**config.mk**
```make
export PLATFORM = sky130hd
export DESIGN_NAME = shared_bus_arbiter_flat
export DESIGN_NICKNAME = d
export VERILOG_FILES = /design/src/rtl/shared_bus_if.sv /design/src/rtl/shared_bus_arbiter.sv /design/src/flat_wrapper.sv
export SDC_FILE = /design/constraint.sdc
export NUM_CORES = 1
export LEC_CHECK = 0
export ABC_AREA = 1
export ABC_CLOCK_PERIOD_IN_PS = 3950
export CELL_PAD_IN_SITES_DETAIL_PLACEMENT = 1
export CELL_PAD_IN_SITES_GLOBAL_PLACEMENT = 2
export CORE_MARGIN = 8
export CORE_UTILIZATION = 35
export DETAILED_ROUTE_END_ITERATION = 16
export DONT_BUFFER_PORTS = 1
export PLACE_DENSITY = 0.92
export SKIP_LAST_GASP = 1
export SYNTH_ARGS = -nofsm -noshare
export SYNTH_HDL_FRONTEND = slang
export SYNTH_SLANG_ARGS = --single-unit
```
**constraint.sdc**
```tcl
create_clock -name clk -period 3.95 [get_ports clk]
set_input_delay 0.79 -clock clk [delete_from_list [all_inputs] [get_ports clk]]
set_output_delay 0.79 -clock clk [all_outputs]
set_load 0.03 [all_outputs]
```
**src/rtl/shared_bus_if.sv**
```systemverilog
// Handshake/bus bundle between bus sources (master) and the arbiter (slave).
// owner_id is clog2(N) bits wide, with a floor of one bit.
interface shared_bus_if #(
  parameter int N  = 4,
  parameter int DW = 4
);
  localparam int IW = (N > 1) ? $clog2(N) : 1;

  logic [N-1:0]    req;
  logic [N*DW-1:0] data_in;
  logic [N-1:0]    gnt;
  logic [DW-1:0]   bus_data;
  logic            bus_valid;
  logic [IW-1:0]   owner_id;
  logic            timeout_pulse;

  modport master (
    output req, data_in,
    input  gnt, bus_data, bus_valid, owner_id, timeout_pulse
  );

  modport slave (
    input  req, data_in,
    output gnt, bus_data, bus_valid, owner_id, timeout_pulse
  );
endinterface

```
**src/rtl/shared_bus_arbiter.sv**
```systemverilog
// Round-robin owner select for a shared wired-OR bus, with a one-cycle turnaround gap and a hold limit.
// Optional macro ARB_STATS_EN adds a saturating 16-bit grant_count output.
module shared_bus_arbiter #(
  parameter int N        = 4,
  parameter int DW       = 4,
  parameter int MAX_HOLD = 8
) (
  input  logic        clk,
  input  logic        rst,
  shared_bus_if.slave bus
`ifdef ARB_STATS_EN
  ,
  output logic [15:0] grant_count
`endif
);
  localparam int IW = (N > 1) ? $clog2(N) : 1;
  localparam int HW = (MAX_HOLD > 1) ? $clog2(MAX_HOLD) : 1;
  localparam logic [HW-1:0] HOLD_LIMIT = (MAX_HOLD == 0) ? '0 : HW'(MAX_HOLD - 1);

  typedef enum logic [1:0] {IDLE, GRANT, HANDOVER} state_t;

  state_t        state_q;
  logic [N-1:0]  gnt_q;
  logic [IW-1:0] owner_q;
  logic [IW-1:0] ptr_q;
  logic [HW-1:0] hold_q;
  logic          timeout_q;

  logic          win_found_d;
  logic [IW-1:0] win_idx_d;
  logic [IW-1:0] ptr_d;
  logic [DW-1:0] bus_data_d;

  // First requester at or above the pointer, wrapping past N-1.
  // NOTE: combinational blocks use blocking '=' with every output defaulted first, so no latch is inferred.
  always_comb begin
    win_found_d = 1'b0;
    win_idx_d   = '0;
    for (int k = 0; k < N; k++) begin
      if (!win_found_d && bus.req[(int'(ptr_q) + k) % N]) begin
        win_found_d = 1'b1;
        win_idx_d   = IW'((int'(ptr_q) + k) % N);
      end
    end
  end

  assign ptr_d = (owner_q == IW'(N - 1)) ? '0 : owner_q + 1'b1;

  // NOTE: state and outputs use non-blocking '<=' and an asynchronous reset, so rst clears gnt without waiting for an edge.
  always_ff @(posedge clk or posedge rst) begin
    if (rst) begin
      state_q   <= IDLE;
      gnt_q     <= '0;
      owner_q   <= '0;
      ptr_q     <= '0;
      hold_q    <= '0;
      timeout_q <= 1'b0;
    end else begin
      timeout_q <= 1'b0;
      case (state_q)
        GRANT: begin
          if (!bus.req[owner_q]) begin
            gnt_q   <= '0;
            ptr_q   <= ptr_d;
            state_q <= HANDOVER;
          end else if (MAX_HOLD != 0 && hold_q == HOLD_LIMIT) begin
            gnt_q     <= '0;
            ptr_q     <= ptr_d;
            timeout_q <= 1'b1;
            state_q   <= HANDOVER;
          end else begin
            hold_q <= hold_q + 1'b1;
          end
        end
        default: begin
          if (win_found_d) begin
            gnt_q   <= N'(1) << win_idx_d;
            owner_q <= win_idx_d;
            hold_q  <= '0;
            state_q <= GRANT;
          end else begin
            gnt_q   <= '0;
            state_q <= IDLE;
          end
        end
      endcase
    end
  end

  // gnt is one-hot, so OR-ing the masked slices models the wired bus; idle level is 0.
  always_comb begin
    bus_data_d = '0;
    for (int i = 0; i < N; i++) begin
      if (gnt_q[i]) bus_data_d = bus_data_d | bus.data_in[i*DW +: DW];
    end
  end

  assign bus.gnt           = gnt_q;
  assign bus.bus_valid     = |gnt_q;
  assign bus.bus_data      = bus_data_d;
  assign bus.owner_id      = owner_q;
  assign bus.timeout_pulse = timeout_q;

`ifdef ARB_STATS_EN
  logic [15:0] grant_count_q;
  logic        new_grant_d;

  assign new_grant_d = (state_q != GRANT) && win_found_d;

  always_ff @(posedge clk or posedge rst) begin
    if (rst) begin
      grant_count_q <= '0;
    end else if (new_grant_d && grant_count_q != 16'hFFFF) begin
      grant_count_q <= grant_count_q + 16'd1;
    end
  end

  assign grant_count = grant_count_q;
`endif
endmodule

```
**src/flat_wrapper.sv**
```systemverilog
// flat-port wrapper written by rule: the top's interface ports become plain ports
module shared_bus_arbiter_flat 
#(
  parameter int N        = 4,
  parameter int DW       = 4,
  parameter int MAX_HOLD = 8
)
  (clk, rst, bus_req, bus_data_in, bus_gnt, bus_bus_data, bus_bus_valid, bus_owner_id, bus_timeout_pulse);
  shared_bus_if #(.N(N), .DW(DW)) bus_i ();
  input  logic clk;
  input  logic rst;
  input wire logic [$bits(bus_i.req)-1:0] bus_req;
  input wire logic [$bits(bus_i.data_in)-1:0] bus_data_in;
  output wire logic [$bits(bus_i.gnt)-1:0] bus_gnt;
  output wire logic [$bits(bus_i.bus_data)-1:0] bus_bus_data;
  output wire logic [$bits(bus_i.bus_valid)-1:0] bus_bus_valid;
  output wire logic [$bits(bus_i.owner_id)-1:0] bus_owner_id;
  output wire logic [$bits(bus_i.timeout_pulse)-1:0] bus_timeout_pulse;
  assign bus_i.req = bus_req;
  assign bus_i.data_in = bus_data_in;
  assign bus_gnt = bus_i.gnt;
  assign bus_bus_data = bus_i.bus_data;
  assign bus_bus_valid = bus_i.bus_valid;
  assign bus_owner_id = bus_i.owner_id;
  assign bus_timeout_pulse = bus_i.timeout_pulse;
  shared_bus_arbiter #(.N(N), .DW(DW), .MAX_HOLD(MAX_HOLD)) u_core (.clk(clk), .rst(rst), .bus(bus_i));
endmodule
```
== Word-level counts from Yosys, hierarchy flattened ==
Index checks and enable logic that the tools add are counted.

* Shifts and indexed selects: 1
* $add $sub $neg: 5
* Order comparisons: 5
* Eq/ne operators: 7
* Mux-type cells: 43
* Bitwise gates (word level): 7
* Reduce and logical (&&, ||, !) cells: 14

{| class="wikitable"
|+ Operator list
! operator !! count
|-
| $mux 4 || 8
|-
| $mux 2 || 10
|-
| $mux 1 || 16
|-
| $lt 3x4->1 const B || 3
|-
| $mux 3 || 4
|-
| $or 4x4->4 || 3
|-
| $bmux 1 s2 || 5
|-
| $lt 2x3->1 const B || 2
|-
| $reduce_or 2->1 || 3
|-
| $add 2x1->2 const B || 2
|-
| $add 2x2->2 const B || 2
|-
| $ne 2x2->1 const B || 2
|-
| $reduce_and 2->1 || 2
|-
| $reduce_or 4->1 || 1
|-
| $shl 1x2->4 const A || 1
|-
| $add 3x1->3 const B || 1
|-
| $and 1x1->1 const A || 3
|-
| $eq 3x3->1 const B || 1
|-
| $logic_and 1x1->1 || 3
|-
| $logic_not 1->1 || 3
|-
| $ne 3x3->1 const B || 1
|-
| $reduce_and 3->1 || 1
|-
| $eq 2x1->1 const B || 1
|-
| $eq 2x2->1 const B || 1
|-
| other kinds (3) || 3
|}

* Input port bits: 22
* Flip-flop bits (word level): 14
* Word-level logic and storage cells: 88
* Output and inout port bits: 12

== Depth between registers and ports, before layout ==
Gate-level depths: netlist (run 1).

* Depth after elaboration: 17
* Gate-level depth with buffers: 12

== Least setup slack after synthesis (run 1) ==
Ideal clock, no wire load.

* Path kind: register -> output
* Start: register u_core.gnt_q[3], in the netlist u_core.bus.gnt[3]
* End: output port bus_bus_valid
* Required time: 3.160 ns
* Setup slack: 1.917 ns
* Arrival time: 1.243 ns
* Path buffers: 0
* Cell stages (with the launch flop): 2
* Cells stage by stage: dfrtp_1 > or4_1

* Word-level cells in the longest chain between the ends: 1

{| class="wikitable"
|+ RTL lines
! item !! RTL line !! source
|-
| from (decl) || shared_bus_arbiter.sv:23 || <nowiki>logic [N-1:0] gnt_q;</nowiki>
|-
| from (signal assigned) || shared_bus_arbiter.sv:77 || <nowiki>gnt_q <= N'(1) << win_idx_d;</nowiki>
|-
| $reduce_or 4->1 || shared_bus_arbiter.sv:99 || <nowiki>assign bus.bus_valid = |gnt_q;</nowiki>
|-
| to (decl) || flat_wrapper.sv:16 || <nowiki>output wire logic [$bits(bus_i.bus_valid)-1:0] bus_bus_valid;</nowiki>
|}

Every way passes these cells.

== Worst setup path after layout (run 1) ==
Ends and elaborated chain as after synthesis.

==> impl.org, run 1 <==
** STA
- Fmax :: 420 MHz
- At the pin with the least slew margin, the transition time is 0.538 ns.
- Skew final :: 0.00327 ns
- Setup violations remaining at the end of the flow were counted as 0.
- Final Max Tran Viols :: 0
- Across all hold checks on the routed design, the worst slack comes to 0.421 ns.
- Min Clock Period, post-route :: 2.38 ns
- The worst path uses 60.3% of the clock period.
- Measured against its own limit, the worst slew margin works out to 64.1%.
- Setup repair after global routing missed its margin :: no
- Sum of negative setup slack :: 0 ns
- The count of endpoints failing hold in the final timing report came to 0.

** Critical path
- Counting both buffers and inverters, the worst setup path holds a total of 0.
- Critical path launch point type :: flop
- STA puts the critical path data required time at 3.16 ns.
- The critical path ends at bus_bus_valid.
- In this run the register-to-register setup slack is 2.10 ns.
- WP data arrival :: 1.59 ns
- Worst Setup SP :: u_core.bus.gnt[3]$_DFFE_PP0P_
- Largest delay share family, worst path :: simple AND/OR/NAND/NOR gates
- FF-to-FF End :: u_core.bus.gnt[1]$_DFFE_PP0P_
- Stages on the worst setup path :: 1
- RR Startpoint :: u_core.ptr_q[0]$_DFFE_PP0P_
- Worst r2r path cells :: 12
- For this design, the slowest cell found on the critical path is or4_1.
- Critical path peak fanout :: 7
- The largest single stage delay on the critical path is 0.76 ns.
- Type of the worst setup path :: reg2out
- Ordered list of cells on the worst path :: or4_1
- Crit. End Element :: output pin

** Clocking
- Clock Root Buffer :: clkbuf_4
- Clock tree from TritonCTS :: built
- CTS clk-pin slew, worst paths :: 0.09 ns
- The tree built by TritonCTS fans out to 14 sinks.
- The clock passes through at most 2 buffers.
- Clock Latency Late Sink :: 0.29 ns
- CTS buffer count :: 3
- Post-cts hold buffer count :: 0
- Count of H-tree levels built during CTS :: 1
- Once the clock tree was built, the setup fixing pass inserted 0 buffers.
- Count of cells resized by post-cts repair :: 0

** Detailed routing
- Once detail routing completed, the nets flagged for antenna violations numbered 0.
- Dividing the detail-routed wire length by the instance count gives 14.5 um.
- Routed WL :: 2660 um
- In this run, the number of DRC markers left after iteration 0 of detailed routing was 34.
- Via/cell ratio :: 5.22
- Detailed routing inserted a total of 955 vias.
- First-pass iteration count of the detailed router :: 4
- In the routed design, unresolved DRC markers number 0.

** Die
- Number of placement rows :: 20
- For this configuration, the core starts out at a cell density of 35.6%.
- In this run the horizontal extent of the chip is 71.0 um.
- Floorplan Core Area :: 2980 um2
- Vertical extent of the die :: 71.0 um
- 34 I/O pins were placed.
- The die covers 5040 um2.

** GRT
- In the global route stage, met3 resource usage came out at 2.12%.
- Top Usage Layer GRT :: met2
- Met1 track utilization from global routing :: 11.8%
- For met2 alone, demand over resource in global routing was 20.8%.
- Global routing consumed, over all layers together, 11.2% of the routing resources.
- Antenna violations before repair :: 0
- The first global-routing pass estimated 4600 um of wire.
- After global routing the overflow that remains totals 0.
- Entering global routing, the biggest net connects 15 pins.
- Via count of the first global-routing pass :: 983

** Power and ir drop
- Power density relative to cell area :: 983 nW/um2
- Total design power :: 1110 uW
- Leakage :: 0.000584 uW
- IR analysis of the VDD net gives a maximum drop of 0.275 mV.

** Logic synthesis
- Proportion of synthesized flip-flops having asynchronous set or reset :: 100%
- dfrtp_1 takes more of the synthesized area than any other cell.
- nand2_1 is the most common cell in the netlist.
- Number of instances in the synthesized netlist :: 147
- Counting flops with a built-in enable in the synthesized netlist gives 0.
- The commonest cells after synthesis are nand2_1, dfrtp_1, nand3_1, inv_1, nand2_2.
- Each instance of the synthesized netlist takes up on average 7.21 um2.
- Syn nets :: 172
- Number of distinct standard cells referenced by the synthesized netlist :: 24
- In the post-synthesis netlist, the biggest area contributors are dfrtp_1, nand2_1, nand3_1, nand2_2, nand2_4.
- Summing the sequential cell areas from Yosys gives 33.1% of the chip area.
- The mapped netlist covers 1060 um2.
- In this run, synthesis produced a sequential element count of 14.
- Syn. warnings :: 0
- Most common flop cell mapped by yosys :: dfrtp_1
- Post-synth top area share :: 33.1%

** Final layout
- Finished layout cell area :: 1130 um2
- Diodes inserted :: 0
- The post-route netlist has 21.3% of its cells at a drive strength greater than 1.
- Area added between synthesis and finish :: 6.26%
- The net count of the finished layout is 176.

** Run
- Max-capacitance violation count :: 0

** Place
- After detailed placement, the total cell area comes to 1090 um2.
- # port buffers :: 0
- Once detailed placement completed, the half-perimeter wirelength came to 2230 um.
- At the end of routability-driven placement, the weighted congestion stood at 0.770.

** Hold path
- Worst Hold Class :: in2async

** Run status
- Result of the run :: complete, no violations
[worst min path at each step]
| stage | endpoint |
|---|---|
| after floorplan | u_core.hold_q[0]$_DFFE_PP0P_ |
| after global placement | u_core.hold_q[1]$_DFFE_PP0P_ |
| after detailed placement | u_core.hold_q[0]$_DFFE_PP0P_ |
| after CTS | u_core.hold_q[2]$_DFFE_PP0P_ |
| after global routing | u_core.hold_q[1]$_DFFE_PP0P_ |
| final | u_core.bus.timeout_pulse$_DFF_PP0_ |
[metrics by stage]
stage | utilization, % | instances | setup slack, ns
detailed placement | 36.6 | 179 | 1.88
finish | 37.8 | 183 | 1.57
global placement | 36.6 | 179 | 1.88
CTS | 37.8 | 183 | 1.55
global route | 37.8 | 183 | 1.54
floorplan | - | 147 | 1.92
[final cells by class]
type / instances / area [um2]
Sequential cell: 14 / 350
Clock buffer: 4 / 36.3
Fill cell: 372 / 1850
Inverter: 18 / 67.6
Multi-Input combinational cell: 114 / 631
Tap cell: 33 / 41.3
[layout by cell type (no fill, tap or decap), types with 2 or more instances in the layout]
cell type  instances
ha_1               3
inv_2              6
nor2_1             7
nand4_1            4
dfrtp_1           14
inv_1             12
o21ai_0            5
nand2_2            9
nand3_2            3
nand2_1           51
o21ai_1            3
clkbuf_4           3
a21oi_1            2
nand3_1           13
nand2_4            5
[registers in the layout, summed over array words and instances, names as in the netlist]
| name | count |
|---|---|
| u_core.bus.gnt | 4 |
| u_core.hold_q | 3 |
| u_core.bus.owner_id | 2 |
| u_core.ptr_q | 2 |
| u_core.state_q | 2 |
| u_core.bus.timeout_pulse | 1 |
[report_power, final]
group	switching [uW]	internal, uW
sequential	119	197
clock	48.7	56.2
combinational	476	210
total	643	464
[cell families (layout without fill, tap and decap cells)]
family | after synthesis | after routing | synth area share, %
simple gates | 99 | 99 | 49.7
buf+inv | 19 | 22 | 7.44
flops | 14 | 14 | 33.1
compound gates | 12 | 12 | 6.26
fa+ha+maj | 3 | 3 | 3.54
[routing by layer]
layer | part of all wire (%) | vias to the layer above
li1 | - | 477
met1 | 40 | 467
met2 | 56 | 6
met3 | 1.8 | 5
met4 | 1.7 | 0
met5 | 0 | -
No activity file was read; power rests on OpenSTA's default activity.
==> run 2, diff against run 1 <==
Settings changed: ABC_CLOCK_PERIOD_IN_PS 3950 to 2200, CORE_UTILIZATION 35 to 33, PLACE_DENSITY 0.92 to 0.88.
Clock period 3.95 ns to 2.2 ns, I/O delays scaled along.
==> run 2 against run 1 <==
Compared with the run above: sequential power increased by 59%; largest power group unchanged; clock skew increased by 0.00072 ns; flip-flop and latch count unchanged; first-iteration DRC count increased by 18%; via count decreased by 0.52%; largest cell class unchanged; combinational power increased by 95%; non-clock buffer count increased by 4; register-to-register slack got worse by 1.7 ns.
==> impl.org, run 2 (synthesis gave the netlist of run 1 again) <==
** Detailed routing
- First-pass iteration count of the detailed router :: 4
- Dividing the detail-routed wire length by the instance count gives 13.8 um.
- The final route contains 950 vias.
- Using the TritonRoute via totals, the vias-per-cell ratio works out to 4.80.
- The count of nets left with antenna violations once routing finished came out at 0.
- Routed WL :: 2730 um
- Drt initial violations :: 40
- After detailed routing, the number of remaining DRC violations is 0.

** Final layout
- Final cell count without fillers :: 198
- Area added between synthesis and finish :: 10.4%
- Fill cells in the final layout number 401.
- Diodes inserted :: 0
- The post-route netlist has 23.4% of its cells at a drive strength greater than 1.
- The register with the most flip-flops in the layout has 4 of them.
- In the layout the commonest cells are nand2_1, dfrtp_1, nand3_1.
- NumNets Final :: 180
- The library cell used most frequently in the layout, excluding fill and tap cells, is nand2_1.
- Finished layout cell area :: 1170 um2

** Critical path
- STA classifies the critical path startpoint as a flop.
- Cell with the largest stage delay on the worst path :: or4_1
- Crit. End Element :: output pin
- In this design, the largest share of critical-path delay is due to simple AND/OR/NAND/NOR gates.
- Counting both buffers and inverters, the worst setup path holds a total of 0.
- Ordered list of cells on the worst path :: or4_1
- Biggest cell delay along the critical path :: 0.72 ns
- Data on the critical path arrives at its endpoint at 1.55 ns.
- FF-to-FF setup slack :: 0.39 ns
- In this run the worst path has a maximum fanout of 7.
- Required time of the critical path :: 1.76 ns
- Type of the worst setup path :: reg2out

** Clocking
- Buffers inserted during clock tree synthesis total 3.
- TritonCTS built the clock tree.
- CTS built an H-tree with a depth of 1.
- In this run, post-CTS repair resized a total of 0 instances.
- The clock passes through at most 2 buffers.
- CTS clk-pin slew, worst paths :: 0.08 ns
- The later pin in the worst-skew pair is clocked with a latency of 0.29 ns.
- CTS placed an instance of clkbuf_4 at the clock tree root.
- Post-cts hold buffer count :: 0
- Setup Fix Bufs, Post-CTS :: 0
- Clock tree sinks :: 14

** STA
- The worst pin sits at a relative slew slack of 64.4%.
- The count of endpoints failing hold in the final timing report was 0.
- Final Max Tran Viols :: 0
- Final setup vio count :: 0
- Final period util :: 90.4%
- Setup repair after global routing missed its margin :: no
- Skew final :: 0.00400 ns
- After layout, the minimum clock period comes to 1.99 ns.
- Summed over all failing endpoints, the final setup total negative slack is 0 ns.
- For the pin with the worst max-slew slack, the measured transition is 0.533 ns.
- Fmax :: 503 MHz

** Die
- Overall die area :: 5280 um2
- Top-Level Pins :: 34
- The floorplan step set the die height to 72.7 um.
- For this configuration, the core starts out at a cell density of 34.7%.
- Die width :: 72.7 um
- Floorplan Core Area :: 3050 um2
- In this run the core area contains 20 standard-cell rows.

** GRT
- The total overflow left after global routing is 0.
- In the global route stage, met3 resource usage came out at 1.65%.
- Antenna violations before repair :: 0
- Entering global routing, the biggest net connects 15 pins.
- Via count of the first global-routing pass :: 1025
- In the global route stage, met1 resource usage came out at 11.7%.
- In this run the most used layer during global routing was met2.
- For met2 alone, demand over resource in global routing was 21.1%.
- The first global-routing pass estimated 4710 um of wire.
- Global routing usage summed across all routing layers :: 11.0%

** Place
- Once placement completed, the tool counted placed cells totaling 194.
- # port buffers :: 0
- Final weighted congestion in routability-driven placement :: 0.753
- The HPWL after detailed placement is 2310 um.
- Once placement finished, the instance area stood at 1130 um2.

** Power and ir drop
- VDD sags by at most 0.514 mV.
- Summed over all cells, the static leakage comes to 0.000605 uW.
- Power density relative to cell area :: 1730 nW/um2
- Overall power consumption after layout is estimated at 2030 uW.

** Run status
- The run finished with clean final reports.

** Hold path
- In this run the worst hold path is classified as in2async.

** Run
- Max-capacitance violation count :: 0
run 2: cell types whose count changed in the layout (fill, tap and decap cells not counted), sizes merged:
cell  previous run  this run
buf              0         4
run 2: worst paths after layout:
path,startpoint,endpoint,depth (start not counted)
min in group clk,bus_req[2],u_core.bus.timeout_pulse$_DFF_PP0_,4
hold reg to reg,u_core.hold_q[2]$_DFFE_PP0P_,u_core.hold_q[2]$_DFFE_PP0P_,2
setup / recovery,u_core.bus.gnt[1]$_DFFE_PP0P_,bus_bus_valid,1
setup reg to reg,u_core.bus.owner_id[0]$_DFFE_PP0P_,u_core.bus.gnt[1]$_DFFE_PP0P_,8
hold / removal,rst,u_core.bus.owner_id[1]$_DFFE_PP0P_,1
max in group asynchronous,rst,u_core.bus.gnt[1]$_DFFE_PP0P_,1
run 2: layer usage:
layer | up-vias | share of wire, %
met5 | - | 0
met4 | 0 | 1.1
met3 | 2 | 1.1
met2 | 5 | 57
met1 | 458 | 41
li1 | 485 | -
run 2: area by class of cell:
cell class	instances	area, um2	share of cell area [%]
Clock buffer	4	36.3	3.10
Tap cell	44	55.1	4.71
Multi-Input combinational cell	114	631	53.9
Timing Repair Buffer	4	30.0	2.57
Inverter	18	67.6	5.78
Sequential cell	14	350	29.9
run 2: worst reg2reg max path, stage by stage, from the launching register on:
cell and delay (ns):
dfrtp_1 0.63, a21oi_1 0.12, o21ai_0 0.10, nand2_1 0.11, nor3_2 0.36, inv_2 0.14, nor2_1 0.12, nor2_1 0.06
nor2_1 0.09
run 2: through the flow:
stage	hold WS (ns)	setup WS [ns]	utilization, %
6_report	0.0698	0.211	38.3
5_1_grt	0.104	0.157	38.3
4_1_cts	0.0783	0.190	38.3
3_5_place_dp	0.404	0.403	37.1
3_3_place_gp	0.392	0.479	37.1
2_1_floorplan	0.329	0.517	-
run 2: report_power, final:
| part | switching [uW] | leakage [uW] | total [uW] | internal [uW] |
|---|---|---|---|---|
| clock | 85.0 | 0.0000210 | 186 | 101 |
| sequential | 146 | 0.000179 | 501 | 355 |
| combinational | 934 | 0.000405 | 1340 | 408 |
